--- config.mk ---
export PLATFORM = sky130hd
export DESIGN_NAME = display_7seg_multiplexado
export DESIGN_NICKNAME = d
export VERILOG_FILES = /design/src/rtl/display_pkg.sv /design/src/rtl/deco_hex_7seg.sv /design/src/rtl/display_7seg_multiplexado.sv
export SDC_FILE = /design/constraint.sdc
export NUM_CORES = 1
export LEC_CHECK = 0
export CAP_MARGIN = 25
export CORE_ASPECT_RATIO = 1.75
export CORE_UTILIZATION = 57
export DETAILED_ROUTE_END_ITERATION = 8
export GPL_TIMING_DRIVEN = 0
export PLACE_DENSITY_LB_ADDON = 0.25
export SYNTH_ARGS = -nofsm -noshare
export SYNTH_HDL_FRONTEND = slang
export SYNTH_SLANG_ARGS = --single-unit
export TNS_END_PERCENT = 50
--- constraint.sdc ---
create_clock -name i_Reloj -period 5.65 [get_ports i_Reloj]
set_input_delay 0.565 -clock i_Reloj [delete_from_list [all_inputs] [get_ports i_Reloj]]
set_output_delay 0.565 -clock i_Reloj [all_outputs]
set_load 0.02 [all_outputs]
--- src/rtl/display_pkg.sv ---
// Shared constants for the multiplexed 7-segment display: segment bit order,
// the active-high hex glyph table and a clog2 helper for counter widths.
package display_pkg;

  // Segment bit order on the 7-bit bus: {g,f,e,d,c,b,a} = [6:0]
  localparam int SEG_A = 0;
  localparam int SEG_G = 6;

  // Active-high glyphs, indexed by nibble (entry 0 is the rightmost slice)
  localparam logic [15:0][SEG_G:SEG_A] HEX_A_SEG = {
    7'h71, 7'h79, 7'h5E, 7'h39, 7'h7C, 7'h77, 7'h6F, 7'h7F,
    7'h07, 7'h7D, 7'h6D, 7'h66, 7'h4F, 7'h5B, 7'h06, 7'h3F
  };

  // Smallest r such that 2**r >= valor
  function automatic int clog2(input int valor);
    int r;
    r = 0;
    for (int i = 0; i < 31; i++) begin
      if ((1 << i) < valor) r = i + 1;
    end
    return r;
  endfunction

endpackage

--- src/rtl/deco_hex_7seg.sv ---
// Combinational hex nibble to active-high 7-segment pattern.
// Output polarity is applied by the instantiating module.
module deco_hex_7seg
  import display_pkg::*;
(
  input  logic [3:0]         nibble_i,
  output logic [SEG_G:SEG_A] seg_o
);

  // Straight table lookup, full 0-F coverage
  always_comb begin
    seg_o = HEX_A_SEG[nibble_i];
  end

endmodule

--- src/rtl/display_7seg_multiplexado.sv ---
// Multiplexed 7-segment controller: prescaler, phase/digit scan counters,
// frame-synchronous shadow register, leading-zero blanking and PWM brightness
// with a dark guard phase at the start of every digit slot.
//
// Load handshake: i_Carga is a one-cycle strobe with no ready/back-pressure;
// every cycle it is high captures the data inputs into the pending copy (last
// strobe wins). The pending copy moves to the active copy only at the frame
// boundary; a strobe on the boundary cycle itself goes straight to active.
module display_7seg_multiplexado
  import display_pkg::*;
#(
  parameter int NUM_DIGITOS       = 8,
  parameter int CLK_HZ            = 100_000_000,
  parameter int REFRESCO_HZ       = 1000,
  parameter int BRILLO_BITS       = 4,
  parameter int ANODO_ACTIVO_BAJO = 1,
  parameter int SEG_ACTIVO_BAJO   = 1
) (
  input  logic                     i_Reloj,
  input  logic                     i_Reset,
  input  logic [4*NUM_DIGITOS-1:0] i_Datos,
  input  logic [NUM_DIGITOS-1:0]   i_Puntos,
  input  logic [NUM_DIGITOS-1:0]   i_Habilita,
  input  logic                     i_Ceros_Izq,
  input  logic                     i_Carga,
  input  logic [BRILLO_BITS-1:0]   i_Brillo,
  output logic [6:0]               o_Segmentos,
  output logic                     o_Punto,
  output logic [NUM_DIGITOS-1:0]   o_Anodos,
  output logic                     o_Fin_Trama
);

  localparam int FASES     = 2 ** BRILLO_BITS;
  localparam int DIV_BRUTO = CLK_HZ / (REFRESCO_HZ * NUM_DIGITOS * FASES);
  localparam int DIV       = (DIV_BRUTO < 1) ? 1 : DIV_BRUTO;
  localparam int PW        = (clog2(DIV) < 1) ? 1 : clog2(DIV);
  localparam int DW        = (clog2(NUM_DIGITOS) < 1) ? 1 : clog2(NUM_DIGITOS);
  localparam int FW        = BRILLO_BITS;

  localparam logic [NUM_DIGITOS-1:0] AN_INACTIVO =
    (ANODO_ACTIVO_BAJO != 0) ? {NUM_DIGITOS{1'b1}} : {NUM_DIGITOS{1'b0}};
  localparam logic [6:0] SEG_INACTIVO = (SEG_ACTIVO_BAJO != 0) ? 7'h7F : 7'h00;
  localparam logic       PT_INACTIVO  = (SEG_ACTIVO_BAJO != 0) ? 1'b1 : 1'b0;

  // Scan counters
  logic [PW-1:0] presc_q, presc_d;
  logic [FW-1:0] fase_q, fase_d;
  logic [DW-1:0] dig_q, dig_d;
  logic          tick, fase_wrap, dig_ultimo, frontera;

  // Pending and active copies of the display contents
  logic [4*NUM_DIGITOS-1:0] pend_datos_q, pend_datos_d, act_datos_q, act_datos_d;
  logic [NUM_DIGITOS-1:0]   pend_puntos_q, pend_puntos_d, act_puntos_q, act_puntos_d;
  logic [NUM_DIGITOS-1:0]   pend_hab_q, pend_hab_d, act_hab_q, act_hab_d;
  logic                     pend_ceros_q, pend_ceros_d, act_ceros_q, act_ceros_d;
  logic                     pend_valid_q, pend_valid_d;

  // Registered outputs
  logic [NUM_DIGITOS-1:0] an_q, an_d;
  logic [6:0]             seg_q, seg_d;
  logic                   pt_q, pt_d, fin_q, fin_d;

  // Per-slot selection
  logic [NUM_DIGITOS-1:0] blanco, sel_1hot, an_alto;
  logic                   ceros_arriba;
  logic [3:0]             nib_sel;
  logic                   pt_sel, en_sel, bl_sel, visible, encendido;
  logic [6:0]             seg_alto, seg_act;
  logic                   pt_act;

  deco_hex_7seg u_deco (
    .nibble_i (nib_sel),
    .seg_o    (seg_alto)
  );

  // Prescaler tick, phase counter and digit counter; the boundary is the
  // cycle where both phase and digit wrap back to zero
  always_comb begin
    tick       = (presc_q == PW'(DIV - 1));
    fase_wrap  = tick && (fase_q == {FW{1'b1}});
    dig_ultimo = (dig_q == DW'(NUM_DIGITOS - 1));
    frontera   = fase_wrap && dig_ultimo;
    presc_d    = tick ? '0 : presc_q + PW'(1);
    fase_d     = tick ? fase_q + FW'(1) : fase_q;
    dig_d      = dig_q;
    if (fase_wrap) begin
      dig_d = dig_ultimo ? '0 : dig_q + DW'(1);
    end
  end

  // Shadow register: strobes fill the pending copy, the boundary promotes it
  always_comb begin
    pend_datos_d  = pend_datos_q;
    pend_puntos_d = pend_puntos_q;
    pend_hab_d    = pend_hab_q;
    pend_ceros_d  = pend_ceros_q;
    pend_valid_d  = pend_valid_q;
    act_datos_d   = act_datos_q;
    act_puntos_d  = act_puntos_q;
    act_hab_d     = act_hab_q;
    act_ceros_d   = act_ceros_q;
    if (frontera) begin
      pend_valid_d = 1'b0;
      if (i_Carga) begin
        act_datos_d  = i_Datos;
        act_puntos_d = i_Puntos;
        act_hab_d    = i_Habilita;
        act_ceros_d  = i_Ceros_Izq;
      end else if (pend_valid_q) begin
        act_datos_d  = pend_datos_q;
        act_puntos_d = pend_puntos_q;
        act_hab_d    = pend_hab_q;
        act_ceros_d  = pend_ceros_q;
      end
    end else if (i_Carga) begin
      pend_datos_d  = i_Datos;
      pend_puntos_d = i_Puntos;
      pend_hab_d    = i_Habilita;
      pend_ceros_d  = i_Ceros_Izq;
      pend_valid_d  = 1'b1;
    end
  end

  // Leading-zero blanking: scan from the most significant digit down while
  // every digit so far is a zero without its point; digit 0 always shows
  always_comb begin
    blanco       = '0;
    ceros_arriba = 1'b1;
    for (int k = NUM_DIGITOS - 1; k >= 1; k--) begin
      ceros_arriba = ceros_arriba & (act_datos_q[4*k +: 4] == 4'h0) & ~act_puntos_q[k];
      blanco[k]    = act_ceros_q & ceros_arriba;
    end
  end

  // Pick the nibble, point, enable and blank flag of the digit being scanned
  always_comb begin
    nib_sel  = 4'h0;
    pt_sel   = 1'b0;
    en_sel   = 1'b0;
    bl_sel   = 1'b0;
    sel_1hot = '0;
    for (int k = 0; k < NUM_DIGITOS; k++) begin
      if (dig_q == DW'(k)) begin
        nib_sel     = act_datos_q[4*k +: 4];
        pt_sel      = act_puntos_q[k];
        en_sel      = act_hab_q[k];
        bl_sel      = blanco[k];
        sel_1hot[k] = 1'b1;
      end
    end
  end

  // Output next-state: anode lit in phases 1..i_Brillo, segments only
  // refreshed during the guard phase so they never change under a lit anode
  always_comb begin
    visible   = en_sel & ~bl_sel;
    encendido = (fase_q != '0) && (fase_q <= i_Brillo) && visible;
    an_alto   = encendido ? sel_1hot : '0;
    an_d      = (ANODO_ACTIVO_BAJO != 0) ? ~an_alto : an_alto;
    seg_act   = visible ? seg_alto : 7'h00;
    pt_act    = visible & pt_sel;
    seg_d     = seg_q;
    pt_d      = pt_q;
    if (fase_q == '0) begin
      seg_d = (SEG_ACTIVO_BAJO != 0) ? ~seg_act : seg_act;
      pt_d  = (SEG_ACTIVO_BAJO != 0) ? ~pt_act : pt_act;
    end
    fin_d = frontera;
  end

  // State and output registers; reset aborts the scan and darkens the display
  always_ff @(posedge i_Reloj or posedge i_Reset) begin
    if (i_Reset) begin
      presc_q       <= '0;
      fase_q        <= '0;
      dig_q         <= '0;
      pend_datos_q  <= '0;
      pend_puntos_q <= '0;
      pend_hab_q    <= '0;
      pend_ceros_q  <= 1'b0;
      pend_valid_q  <= 1'b0;
      act_datos_q   <= '0;
      act_puntos_q  <= '0;
      act_hab_q     <= '0;
      act_ceros_q   <= 1'b0;
      an_q          <= AN_INACTIVO;
      seg_q         <= SEG_INACTIVO;
      pt_q          <= PT_INACTIVO;
      fin_q         <= 1'b0;
    end else begin
      presc_q       <= presc_d;
      fase_q        <= fase_d;
      dig_q         <= dig_d;
      pend_datos_q  <= pend_datos_d;
      pend_puntos_q <= pend_puntos_d;
      pend_hab_q    <= pend_hab_d;
      pend_ceros_q  <= pend_ceros_d;
      pend_valid_q  <= pend_valid_d;
      act_datos_q   <= act_datos_d;
      act_puntos_q  <= act_puntos_d;
      act_hab_q     <= act_hab_d;
      act_ceros_q   <= act_ceros_d;
      an_q          <= an_d;
      seg_q         <= seg_d;
      pt_q          <= pt_d;
      fin_q         <= fin_d;
    end
  end

  assign o_Anodos    = an_q;
  assign o_Segmentos = seg_q;
  assign o_Punto     = pt_q;
  assign o_Fin_Trama = fin_q;

endmodule

==> impl_metrics.sql, run 1 <==
INSERT INTO impl_metrics (metric_group, metric, value, unit) VALUES
('run_status', 'outcome', 'finished clean', ''),
('clock_tree', 'tritoncts', 'yes', ''),
('power', 'irDropWorstVdd', '0.000224', 'V'),
('die', 'std_cell_rows', '51', ''),
('clock_tree', 'clock-sinks', '133', ''),
('global_routing', 'gr_met3_demand_resource', '0.0519', ''),
('layout', 'layout-drive-gt1-share', '0.192', ''),
('synthesis', 'synth.area.top_cells', 'sky130_fd_sc_hd__dfrtp_1 (44%), sky130_fd_sc_hd__mux2_2 (8.7%), sky130_fd_sc_hd__mux2i_1 (8.1%), sky130_fd_sc_hd__dfstp_2 (6.4%), sky130_fd_sc_hd__a21oi_1 (5.0%)', ''),
('die', 'die_area', '12000', 'um2'),
('synthesis', 'yosys_register_bits', '133', ''),
('route', 'routedWlPerCell', '18.6', 'um'),
('synthesis', 'synth_enable_flop_cells', '0', ''),
('global_routing', 'wire_length_of_the_first_global_routing_pass', '25900', 'um'),
('sta', 'grt_setup_unrepaired', 'no', ''),
('worst_hold_path', 'number_of_stages_on_the_worst_hold_path', '2', ''),
('worst_setup_path', 'critical_path_class', 'register to register', ''),
('global_routing', 'grt_max_degree', '100', ''),
('worst_setup_path', 'cp_capture_type', 'register', ''),
('clock_tree', 'clock_buffer_count_from_cts', '17', ''),
('layout', 'diodes', '0', ''),
('route', 'drt-total-wl', '15800', 'um'),
('route', 'drt_pre_antenna_iters', '5', ''),
('layout', 'post_layout_nonfiller_instances', '850', ''),
('synthesis', 'post_synth_num_cell_types', '57', ''),
('sta', 'final-hold-violation-count', '0', ''),
('worst_setup_path', 'r2r_end', 'o_Segmentos[4]', ''),
('sta', 'setup_viol_count_final', '0', ''),
('sta', 'finalWorstPathRequiredPeriod', '3.48', 'ns'),
('clock_tree', 'clk_pin_slew_worst_paths', '0.06', 'ns'),
('power', 'fin_total_pwr', '2.43', 'mW'),
('clock_tree', 'cts_root_buffer', 'sky130_fd_sc_hd__clkbuf_16', ''),
('worst_setup_path', 'endpoint_arrival_time_on_the_critical_path', '3.83', 'ns'),
('worst_hold_path', 'hold_start', 'o_Segmentos[2]', ''),
('synthesis', 'synthDominantAreaCellType', 'sky130_fd_sc_hd__dfrtp_1', ''),
('layout', 'layout-area-overhead-vs-synth', '23.1', '%'),
('global_routing', 'antenna_found_initial', '0', ''),
('sta', 'achievable-frequency', '287', 'MHz'),
('route', 'drt.antenna.violating_nets', '0', ''),
('synthesis', 'postSynthCellCount', '614', ''),
('place', 'postPlaceCellArea', '7490', 'um2'),
('power', 'p_leak', '3.57', 'nW'),
('die', 'die_width', '83.3', 'um'),
('die', 'floorplan.initialDensity', '0.590', ''),
('place', 'placement.io_buffers', '71', ''),
('route', 'viasPerCell', '5.93', ''),
('worst_setup_path', 'cp.required', '6.00', 'ns'),
('clock_tree', 'number_of_buffers_on_the_longest_clock_path', '2', ''),
('sta', 'maxSlewViolCount', '0', ''),
('sta', 'max_slew_margin', '0.494', ''),
('die', 'placeableCoreArea', '11200', 'um2'),
('global_routing', 'grt.met2_usage', '0.510', ''),
('sta', 'hold_ws', '0.487', 'ns'),
('die', 'pin_count', '73', ''),
('synthesis', 'synth.net_count', '690', ''),
('synthesis', 'yosys_warnings', '0', ''),
('layout', 'final_common_cell', 'sky130_fd_sc_hd__dfrtp_1', ''),
('clock_tree', 'post_cts.resized_instances', '0', ''),
('layout', 'total_area_of_multi_input_combinational_cells', '2980', 'um2'),
('global_routing', 'busiest_layer', 'met2', ''),
('power', 'power_density', '299', 'nW/um2'),
('place', 'globalplace.congestion', '0.912', ''),
('place', 'placed_cells', '818', ''),
('place', 'place_hpwl', '11200', 'um'),
('clock_tree', 'cts_htree_levels', '4', ''),
('synthesis', 'synth.avg_cell_area', '10.7', 'um2'),
('route', 'drt_drc_violations_left', '0', ''),
('worst_setup_path', 'timing.critical_path.from_type', 'register', ''),
('worst_setup_path', 'timing.critical_path.fanout_max', '10', ''),
('route', 'routed-via-count', '5044', ''),
('global_routing', 'grt_use_met1', '0.312', ''),
('sta', 'tightestPinTransition', '0.760', 'ns');
[per-stage QoR]
stage | worst slack [ns] | util
after floorplan | 1.56 | -
after global placement | -0.0299 | 0.668
after detailed placement | 2.27 | 0.671
after CTS | 2.26 | 0.726
after global routing | 2.02 | 0.726
final | 2.17 | 0.726
[worst max-delay path, stage by stage, from the launching register on]
cell and delay [ns]:
sky130_fd_sc_hd__dfrtp_1 0.40, sky130_fd_sc_hd__clkinv_1 0.31, sky130_fd_sc_hd__ha_1 0.37, sky130_fd_sc_hd__or2_2 0.33, sky130_fd_sc_hd__a221oi_2 0.22, sky130_fd_sc_hd__o22ai_1 0.17, sky130_fd_sc_hd__a31oi_2 0.44, sky130_fd_sc_hd__inv_1 0.13
sky130_fd_sc_hd__ha_1 0.27, sky130_fd_sc_hd__inv_1 0.09, sky130_fd_sc_hd__nor2_1 0.05, sky130_fd_sc_hd__a221o_1 0.36, sky130_fd_sc_hd__mux2_2 0.26
[worst max path at each step]
stage | cells after the start | endpoint | startpoint
floorplan | 1 | act_ceros_q | i_Reset
global placement | 2 | pend_datos_q[14] | i_Reset
detailed placement | 12 | o_Segmentos[4] | dig_q[2]
CTS | 12 | o_Segmentos[4] | dig_q[2]
global route | 12 | o_Segmentos[4] | dig_q[2]
finish | 12 | o_Segmentos[4] | dig_q[2]
[report_power, final]
group	internal (mW)	switching [mW]
combinational	0.126	0.113
sequential	1.02	0.0400
clock	0.709	0.418
total	1.85	0.571
[layout make-up]
cell class,instances,area share
Sequential cell,133,0.413
Clock inverter,10,0.0148
Clock buffer,22,0.0609
Multi-Input combinational cell,424,0.367
Tap cell,132,0.0204
Timing Repair Buffer,72,0.0910
Buffer,36,0.0222
Inverter,21,0.0103
[logic make-up after synthesis]
logic type,share of synthesized area
AO/OA/AOI/OAI,0.117
XOR/XNOR,0.0133
adder cells (fa/ha/maj),0.0380
buffers and inverters,0.0393
flip-flops,0.508
multiplexers,0.168
AND/OR/NAND/NOR,0.116
[Yosys cell counts, types with 15 or more instances]
library cell,n
sky130_fd_sc_hd__a21oi_1,66
sky130_fd_sc_hd__o21ai_0,19
sky130_fd_sc_hd__mux2_2,51
sky130_fd_sc_hd__buf_2,18
sky130_fd_sc_hd__ha_1,20
sky130_fd_sc_hd__nor2_1,76
sky130_fd_sc_hd__dfstp_2,16
sky130_fd_sc_hd__nand3_1,15
sky130_fd_sc_hd__mux2i_1,53
sky130_fd_sc_hd__inv_1,19
sky130_fd_sc_hd__dfrtp_1,117
sky130_fd_sc_hd__nand2_1,30
[flip-flops by register name (all words and copies together), names as in the netlist]
register       count
act_puntos_q       8
act_ceros_q        1
o_Segmentos        7
o_Fin_Trama        1
o_Anodos           8
pend_ceros_q       1
act_datos_q       32
o_Punto            1
dig_q              3
fase_q             4
pend_puntos_q      8
presc_q           10
pend_datos_q      32
pend_valid_q       1
act_hab_q          8
pend_hab_q         8
[routing by layer]
metal / vias up / wire (um) / share of wire
met4: 0 / 525 / 0.033
met5: - / 0 / 0
met1: 2498 / 6060 / 0.38
met3: 38 / 539 / 0.034
met2: 146 / 8660 / 0.55
li1: 2362 / - / -
(Power assumes the default switching activity.)
==> run 2: changes to the inputs <==
==> constraint.sdc (replaced) <==
create_clock -name i_Reloj -period 3.25 [get_ports i_Reloj]
set_input_delay 0.325 -clock i_Reloj [delete_from_list [all_inputs] [get_ports i_Reloj]]
set_output_delay 0.325 -clock i_Reloj [all_outputs]
set_load 0.02 [all_outputs]
==> run 2 against run 1 <==
Die area unchanged; register-to-register slack worse by 2.1 ns; flip-flop and latch count unchanged; clock skew about the same; clock power up 51%; critical endpoint unchanged.
==> impl_metrics.sql, run 2 (same netlist as run 1, synthesis figures left out) <==
INSERT INTO impl_metrics (metric_group, metric, value, unit) VALUES
('global_routing', 'antenna_found_initial', '0', ''),
('power', 'power_density', '493', 'nW/um2'),
('route', 'viasPerCell', '5.87', ''),
('clock_tree', 'tritoncts', 'yes', ''),
('clock_tree', 'clock_buffer_count_from_cts', '17', ''),
('sta', 'maxSlewViolCount', '0', ''),
('clock_tree', 'number_of_buffers_on_the_longest_clock_path', '2', ''),
('layout', 'mostFrequentLayoutCells', 'sky130_fd_sc_hd__dfrtp_1 (116), sky130_fd_sc_hd__nor2_1 (76), sky130_fd_sc_hd__clkdlybuf4s50_1 (71)', ''),
('sta', 'grt_setup_unrepaired', 'no', ''),
('layout', 'layout-drive-gt1-share', '0.198', ''),
('worst_setup_path', 'critical_path_class', 'register to register', ''),
('route', 'routed-via-count', '4986', ''),
('clock_tree', 'cts_post_setup_buffers_inserted', '0', ''),
('route', 'drt.antenna.violating_nets', '0', ''),
('power', 'p_leak', '3.55', 'nW'),
('place', 'globalplace.congestion', '0.873', ''),
('layout', 'final_common_cell', 'sky130_fd_sc_hd__dfrtp_1', ''),
('route', 'routedWlPerCell', '18.2', 'um'),
('clock_tree', 'cts_root_buffer', 'sky130_fd_sc_hd__clkbuf_16', ''),
('layout', 'final_net_count', '782', ''),
('place', 'detailedPlace.worstSlack', '-0.152', 'ns'),
('sta', 'period_utilisation_layout', '0.973', ''),
('die', 'die_area', '12000', 'um2'),
('die', 'pin_count', '73', ''),
('place', 'placement.io_buffers', '71', ''),
('global_routing', 'globalRouteTotalUtil', '0.276', ''),
('worst_setup_path', 'timing.critical_path.from_type', 'register', ''),
('die', 'floorplan.initialDensity', '0.590', ''),
('sta', 'max_slew_margin', '0.507', ''),
('clock_tree', 'clock-sinks', '133', ''),
('sta', 'postLayoutSetupSlackWorst', '0.0868', 'ns'),
('sta', 'tightestPinTransition', '0.739', 'ns'),
('clock_tree', 'cts_htree_levels', '4', ''),
('global_routing', 'grt_pass1_vias', '5374', ''),
('die', 'placeableCoreArea', '11200', 'um2'),
('power', 'fin_total_pwr', '3.97', 'mW'),
('layout', 'layout.filler_cells', '832', ''),
('worst_setup_path', 'endpoint_arrival_time_on_the_critical_path', '3.51', 'ns'),
('sta', 'setup_viol_count_final', '0', ''),
('die', 'die_h', '144', 'um'),
('sta', 'final-hold-violation-count', '0', ''),
('worst_setup_path', 'cp_capture_type', 'register', ''),
('layout', 'post_layout_nonfiller_instances', '850', ''),
('die', 'std_cell_rows', '51', ''),
('clock_tree', 'worst_skew_pair.late_latency', '0.42', 'ns'),
('flow_run', 'max_cap_viol_count', '0', ''),
('worst_setup_path', 'cp.required', '3.60', 'ns'),
('worst_hold_path', 'worstHoldPathType', 'primary input to async pin', ''),
('power', 'irDropWorstVdd', '0.000413', 'V'),
('place', 'placed_cells', '820', ''),
('run_status', 'outcome', 'finished clean', ''),
('global_routing', 'wire_length_of_the_first_global_routing_pass', '25300', 'um'),
('clock_tree', 'clk_pin_slew_worst_paths', '0.06', 'ns'),
('die', 'die_width', '83.3', 'um'),
('sta', 'finalWorstPathRequiredPeriod', '3.16', 'ns'),
('sta', 'fin_worst_skew', '0.00851', 'ns'),
('global_routing', 'grt_max_degree', '44', ''),
('layout', 'diodes', '0', ''),
('sta', 'achievable-frequency', '316', 'MHz'),
('route', 'drtIter0Drc', '250', ''),
('global_routing', 'grt_overflow', '0', ''),
('layout', 'layout_top_registers', 'act_datos_q (32), pend_datos_q (32), presc_q (10)', ''),
('worst_setup_path', 'timing.critical_path.fanout_max', '8', ''),
('sta', 'hold_ws', '0.264', 'ns'),
('route', 'drt_drc_violations_left', '0', ''),
('route', 'drt_pre_antenna_iters', '4', ''),
('place', 'place_hpwl', '11400', 'um'),
('layout', 'layout-area-overhead-vs-synth', '22.5', '%'),
('route', 'drt-total-wl', '15500', 'um');
-- run 2: changes by cell type in the layout (fill, tap and decap cells not counted), moves of 2 or more --
cell                        change
sky130_fd_sc_hd__buf_12         +3
sky130_fd_sc_hd__bufinv_16      -2
sky130_fd_sc_hd__clkbuf_8       -4
sky130_fd_sc_hd__clkinv_2       +5
-- run 2: per-layer routing --
layer  vias to the layer above  global-route usage  part of all wire
li1                       2351                   -                 -
met1                      2436               0.290              0.38
met2                       143               0.504              0.54
met3                        56              0.0525             0.035
met4                         0               0.173             0.051
met5                         -                   0                 0
-- run 2: critical path, stage by stage (launching register included) --
cell                       delay (ns)
sky130_fd_sc_hd__dfrtp_2         0.44
sky130_fd_sc_hd__ha_1            0.23
sky130_fd_sc_hd__ha_1            0.22
sky130_fd_sc_hd__or2_2           0.33
sky130_fd_sc_hd__a221oi_2        0.22
sky130_fd_sc_hd__o22ai_1         0.20
sky130_fd_sc_hd__a31oi_4         0.30
sky130_fd_sc_hd__inv_1           0.13
sky130_fd_sc_hd__ha_1            0.26
sky130_fd_sc_hd__inv_1           0.10
sky130_fd_sc_hd__nor2_1          0.06
sky130_fd_sc_hd__a221o_1         0.35
sky130_fd_sc_hd__mux2_2          0.26
-- run 2: timing repair --
action / CTS / global route
resized for setup: 3 / 3
hold buffers: 0 / 0
endpoints found under the setup margin: 1 / 2
pin swaps: 0 / 1
-- run 2: final cells by class --
cell class / count / area, um2 / area share
inverters: 21 / 85.1 / 0.0105
clock buffers: 18 / 439 / 0.0544
multi-input cells: 424 / 2990 / 0.371
flip-flops and latches: 133 / 3350 / 0.415
well taps: 132 / 165 / 0.0205
plain buffers: 35 / 179 / 0.0222
clock inverters: 13 / 85.1 / 0.0105
repair buffers: 74 / 771 / 0.0955
-- run 2: worst paths after layout --
kind | startpoint | to | slack (ns) | depth (start not counted)
worst max-delay path | dig_q[0] | o_Segmentos[4] | 0.09 | 12
worst min register to register | o_Punto | o_Punto | 0.48 | 2
worst max register to register | dig_q[0] | o_Segmentos[4] | 0.09 | 12
min in group i_Reloj | i_Carga | pend_valid_q | 0.46 | 3
max in group asynchronous | i_Reset | o_Punto | 1.87 | 5
worst min-delay path | i_Reset | pend_datos_q[14] | 0.26 | 2
-- run 2: power breakdown --
part           switching [mW]  total [mW]  internal, mW
clock                   0.728        1.71         0.983
sequential             0.0692        1.84          1.77
combinational           0.199       0.423         0.224
-- run 2: through the flow --
step           TNS (ns)  cell area [um2]  utilization
6_report              0             8070        0.722
5_1_grt               0             8070        0.722
4_1_cts               0             8060        0.722
3_5_place_dp     -0.152             7530        0.674
3_3_place_gp    -0.0879             7470        0.669
2_1_floorplan         0             6590            -
==> patch 1: new RTL, flow settings as in run 2 <==
Reset style: synchronous (`i_Reset`), changed in one clocked block.
--- a/src/rtl/display_7seg_multiplexado.sv
+++ b/src/rtl/display_7seg_multiplexado.sv
@@ -171,3 +171,3 @@
   // State and output registers; reset aborts the scan and darkens the display
-  always_ff @(posedge i_Reloj or posedge i_Reset) begin
+  always_ff @(posedge i_Reloj) begin
     if (i_Reset) begin
Formal check against the unedited RTL: same outputs for any inputs over 10 cycles, from zero or initial values and one cycle with i_Reset high; that may be too few to reach the edited logic, so the function may still have changed.
==> patch 1 against run 2 <==
Synthesized cell count increased by 19%; non-clock buffer count is 20 higher; power decreased by 0.45%; cell area fell by 3.6%; via count is 12% higher; die area down 5.0%; sequential cell count unchanged; sequential share of layout area is 7.3 points lower; wire length increased by 6.8%; utilization grew 0.49 points; worst setup slack better by 0.029 ns; synthesized area decreased by 5.1%; critical path depth up 1.
==> patch 1: results <==
export IMPL_status="completed"
export IMPL_syn_num_nets=806
export IMPL_startpoint="dig_q[2]"
export IMPL_final_nets=897
export IMPL_grt_pass1_vias=5504
export IMPL_core_um2=10700
export IMPL_p_seq_w=0.00169
export IMPL_track_usage_pct=30.6
export IMPL_period_minus_slack_ns=3.13
export IMPL_syn_area_per_cell_um2=8.56
export IMPL_use_met1_pct=32.4
export IMPL_dr_wl_met2_mm=9.05
export IMPL_hold_slack_ns=0.452
export IMPL_internal_power_w=0.00309
export IMPL_final_cells=964
export IMPL_yosys_most_used_dff="dfxtp_1"
export IMPL_first_iter_violations=356
export IMPL_drt_total_wl_mm=16.5
export IMPL_dp_hpwl_mm=12.5
export IMPL_fillCellCount=806
export IMPL_placed_cell_area_um2=7130
export IMPL_gp_congestion=0.944
export IMPL_use_met2_pct=57.4
export IMPL_grt_use_met3_pct=5.28
export IMPL_power_w=0.00396
export IMPL_met3_length_um=580
export IMPL_path_max_fanout=10
export IMPL_met1_length_mm=6.45
export IMPL_vias_per_cell=5.77
export IMPL_grt_pass1_wl_mm=26.3
export IMPL_dp_cells=931
export IMPL_worstHoldPathType="flop to flop"
export IMPL_yosys_top_cells_area="dfxtp_1 43%, mux2i_1 9.3%, nand2_1 7.1%"
export IMPL_ys_seq_area_share_pct=42.6
export IMPL_arrival_ns=3.44
export IMPL_slowest_stage="dfxtp_2"
export IMPL_drive_above_1_share_pct=10.1
export IMPL_worst_ir_drop_vdd_v=0.000432
export IMPL_leakage_nw=3.01
[patch 1: cell type report]
class                   count  area [um^2]  area share [%]
well taps                 130          163            2.09
clock inverters            10          144            1.85
inverters                  25         93.8            1.21
multi-input cells         515         3200            41.1
clock buffers              22          484            6.22
plain buffers              57          313            4.02
flip-flops and latches    133         2660            34.2
repair buffers             72          718            9.23
[patch 1: kinds of logic (layout without fill, tap and decap cells)]
group	count (synthesis)	count (layout)	synth area share (%)
and+or+nand+nor	259	259	18.4
AOI/OAI and AO/OA	166	166	17.7
DFF	133	133	42.6
buffers and inverters	82	186	6.44
muxes	58	58	9.29
adders and majority gates	20	20	4.00
xor gates and xnor gates	12	12	1.68
[patch 1: timing repair]
action | 4_1_cts | 5_1_grt
endpoints found under the setup margin | 7 | 6
pin swaps | 1 | 0
resized for setup | 4 | 7
gates cloned | 0 | 0
setup buffers | 1 | 0
==> patch 2: new RTL, flow settings as in run 2 <==
Without the edit above. Set the parameter `BRILLO_BITS` to 2 (it was 4).
--- a/src/rtl/display_7seg_multiplexado.sv
+++ b/src/rtl/display_7seg_multiplexado.sv
@@ -14,3 +14,3 @@
   parameter int REFRESCO_HZ       = 1000,
-  parameter int BRILLO_BITS       = 4,
+  parameter int BRILLO_BITS       = 2,
   parameter int ANODO_ACTIVO_BAJO = 1,
Ports: changed (resized i_Brillo); port bits go from 73 to 71. The function was not compared with the original's and may differ.
==> patch 2 against run 2 <==
The flow now finishes with violations (design-rule violations); synthesized area is 2.5% higher; power increased by 1.6%; cell area up 2.9%; worst setup slack better by 0.039 ns; clock skew up 0.0051 ns; via count is 5.2% lower; wire length increased by 0.89%; sequential cell count is the same; critical path type unchanged.
==> patch 2: results <==
export IMPL_clock_skew_ns=0.0136
export IMPL_reg2reg_to="o_Segmentos[5]"
export IMPL_leakage_nw=3.75
export IMPL_syn_num_nets=641
export IMPL_post_route_drc_count=12
export IMPL_dr_total_vias=4728
export IMPL_first_iter_violations=229
export IMPL_synth_distinct_cells=63
export IMPL_yosys_top_cells_area="dfrtp_1 43%, mux2_1 15%, mux2_2 7.2%"
export IMPL_worstHoldPathType="primary input to asynchronous set/reset pin"
export IMPL_final_nets=732
export IMPL_worst_ir_drop_vdd_v=0.000371
export IMPL_grt_max_degree=46
export IMPL_grt_pass1_vias=5273
export IMPL_placed_cell_area_um2=7670
export IMPL_reg2reg_depth=11
export IMPL_path_max_fanout=10
export IMPL_dp_hpwl_mm=11.8
export IMPL_p_switching_w=0.000901
export IMPL_ys_seq_area_share_pct=49.6
export IMPL_grt_pass1_wl_mm=26.3
export IMPL_gp_congestion=0.880
export IMPL_drt_wirelength_per_cell_um=19.4
export IMPL_synthTopCellsByCount="117 x dfrtp_1, 92 x mux2_1, 43 x mux2_2, 33 x nor2_1, 32 x nand2_1"
export IMPL_status="finished with violations"
export IMPL_async_flop_share_pct=100
export IMPL_violations="design-rule violations"
export IMPL_biggestRegsByFlops="act_datos_q (32), pend_datos_q (32), presc_q (12)"
export IMPL_reg2reg_slack_ns=0.13
export IMPL_dr_pass1_iters=7
export IMPL_track_usage_pct=27.9
export IMPL_place_port_buffers=69
export IMPL_arrival_ns=3.47
patch 2: cell count changes after synthesis, sizes merged, moves of 5 or more:
cell   change
mux2i     -41
nor2      -44
a21oi     -50
o21ai      -5
buf        -6
a31oi      +6
nand4      +5
mux2      +84
patch 2: power by group through the flow:
| stage | clock network [W] | registers [W] | logic, W |
|---|---|---|---|
| final | 0.00202 | 0.00175 | 0.000271 |
| after global routing | 0.00211 | 0.00175 | 0.000300 |
| after CTS | 0.00204 | 0.00175 | 0.000279 |
| after detailed placement | 0 | 0.00178 | 0.000277 |
| after global placement | 0 | 0.00177 | 0.000257 |
| after floorplan | 0 | 0.00177 | 0.000157 |
patch 2: layout make-up:
| cell class | instances | area (um^2) |
|---|---|---|
| Inverter | 22 | 86.3 |
| Sequential cell | 133 | 3350 |
| Timing Repair Buffer | 72 | 751 |
| Tap cell | 135 | 169 |
| Buffer | 33 | 174 |
| Clock buffer | 19 | 453 |
| Clock inverter | 12 | 166 |
| Fill cell | 818 | 3210 |
| Multi-Input combinational cell | 381 | 3150 |
patch 2: metal layers:
metal  vias to the layer above  GRT usage (%)  part of all wire (%)
li1                       2213              -                     -
met1                      2372           31.5                    38
met2                       115           51.3                    56
met5                         -              0                     0
met3                        28           4.59                   4.0
met4                         0           11.7                   2.1
patch 2: critical path, stage by stage (launching register included):
cell and delay, ns:
dfrtp_1 0.42, ha_1 0.22, ha_1 0.15, clkbuf_1 0.40, clkbuf_2 0.35, o21ai_0 0.14, a31oi_1 0.21, o21ai_2 0.16
ha_1 0.29, nor3_1 0.30, a211oi_1 0.08, o32a_1 0.33
patch 2: worst max path at each step:
stage	start	to	slack (ns)	depth (start not counted)
after detailed placement	dig_q[0]	o_Segmentos[1]	-0.05	11
after CTS	dig_q[0]	o_Segmentos[5]	0.05	11
final	dig_q[0]	o_Segmentos[5]	0.13	11
after global placement	dig_q[0]	o_Segmentos[5]	0.03	11
after global routing	dig_q[0]	o_Segmentos[5]	-0.05	11
after floorplan	dig_q[0]	o_Segmentos[5]	0.68	11
patch 2: through the flow:
step           cells  TNS [ns]  hold WS (ns)  total power (W)  setup slack [ns]
2_1_floorplan    569         0         0.456          0.00192             0.680
3_3_place_gp     773         0         0.469          0.00203            0.0323
3_5_place_dp     776   -0.0862         0.477          0.00205           -0.0523
4_1_cts          807         0         0.342          0.00406            0.0478
5_1_grt          807   -0.0521         0.376          0.00417           -0.0521
6_report         807         0         0.329          0.00404             0.126
patch 2: what timing repair did:
item	CTS	global route
endpoints found under the setup margin	3	5
endpoints found under the hold margin	0	0
setup buffers	0	0
gates resized for setup	2	7
patch 2: cell families after synthesis:
group	share of synthesized area, %
xor+xnor	1.43
mux	24.3
flops	49.6
fa+ha+maj	3.34
compound gates	8.05
simple gates	9.57
buf+inv	3.69
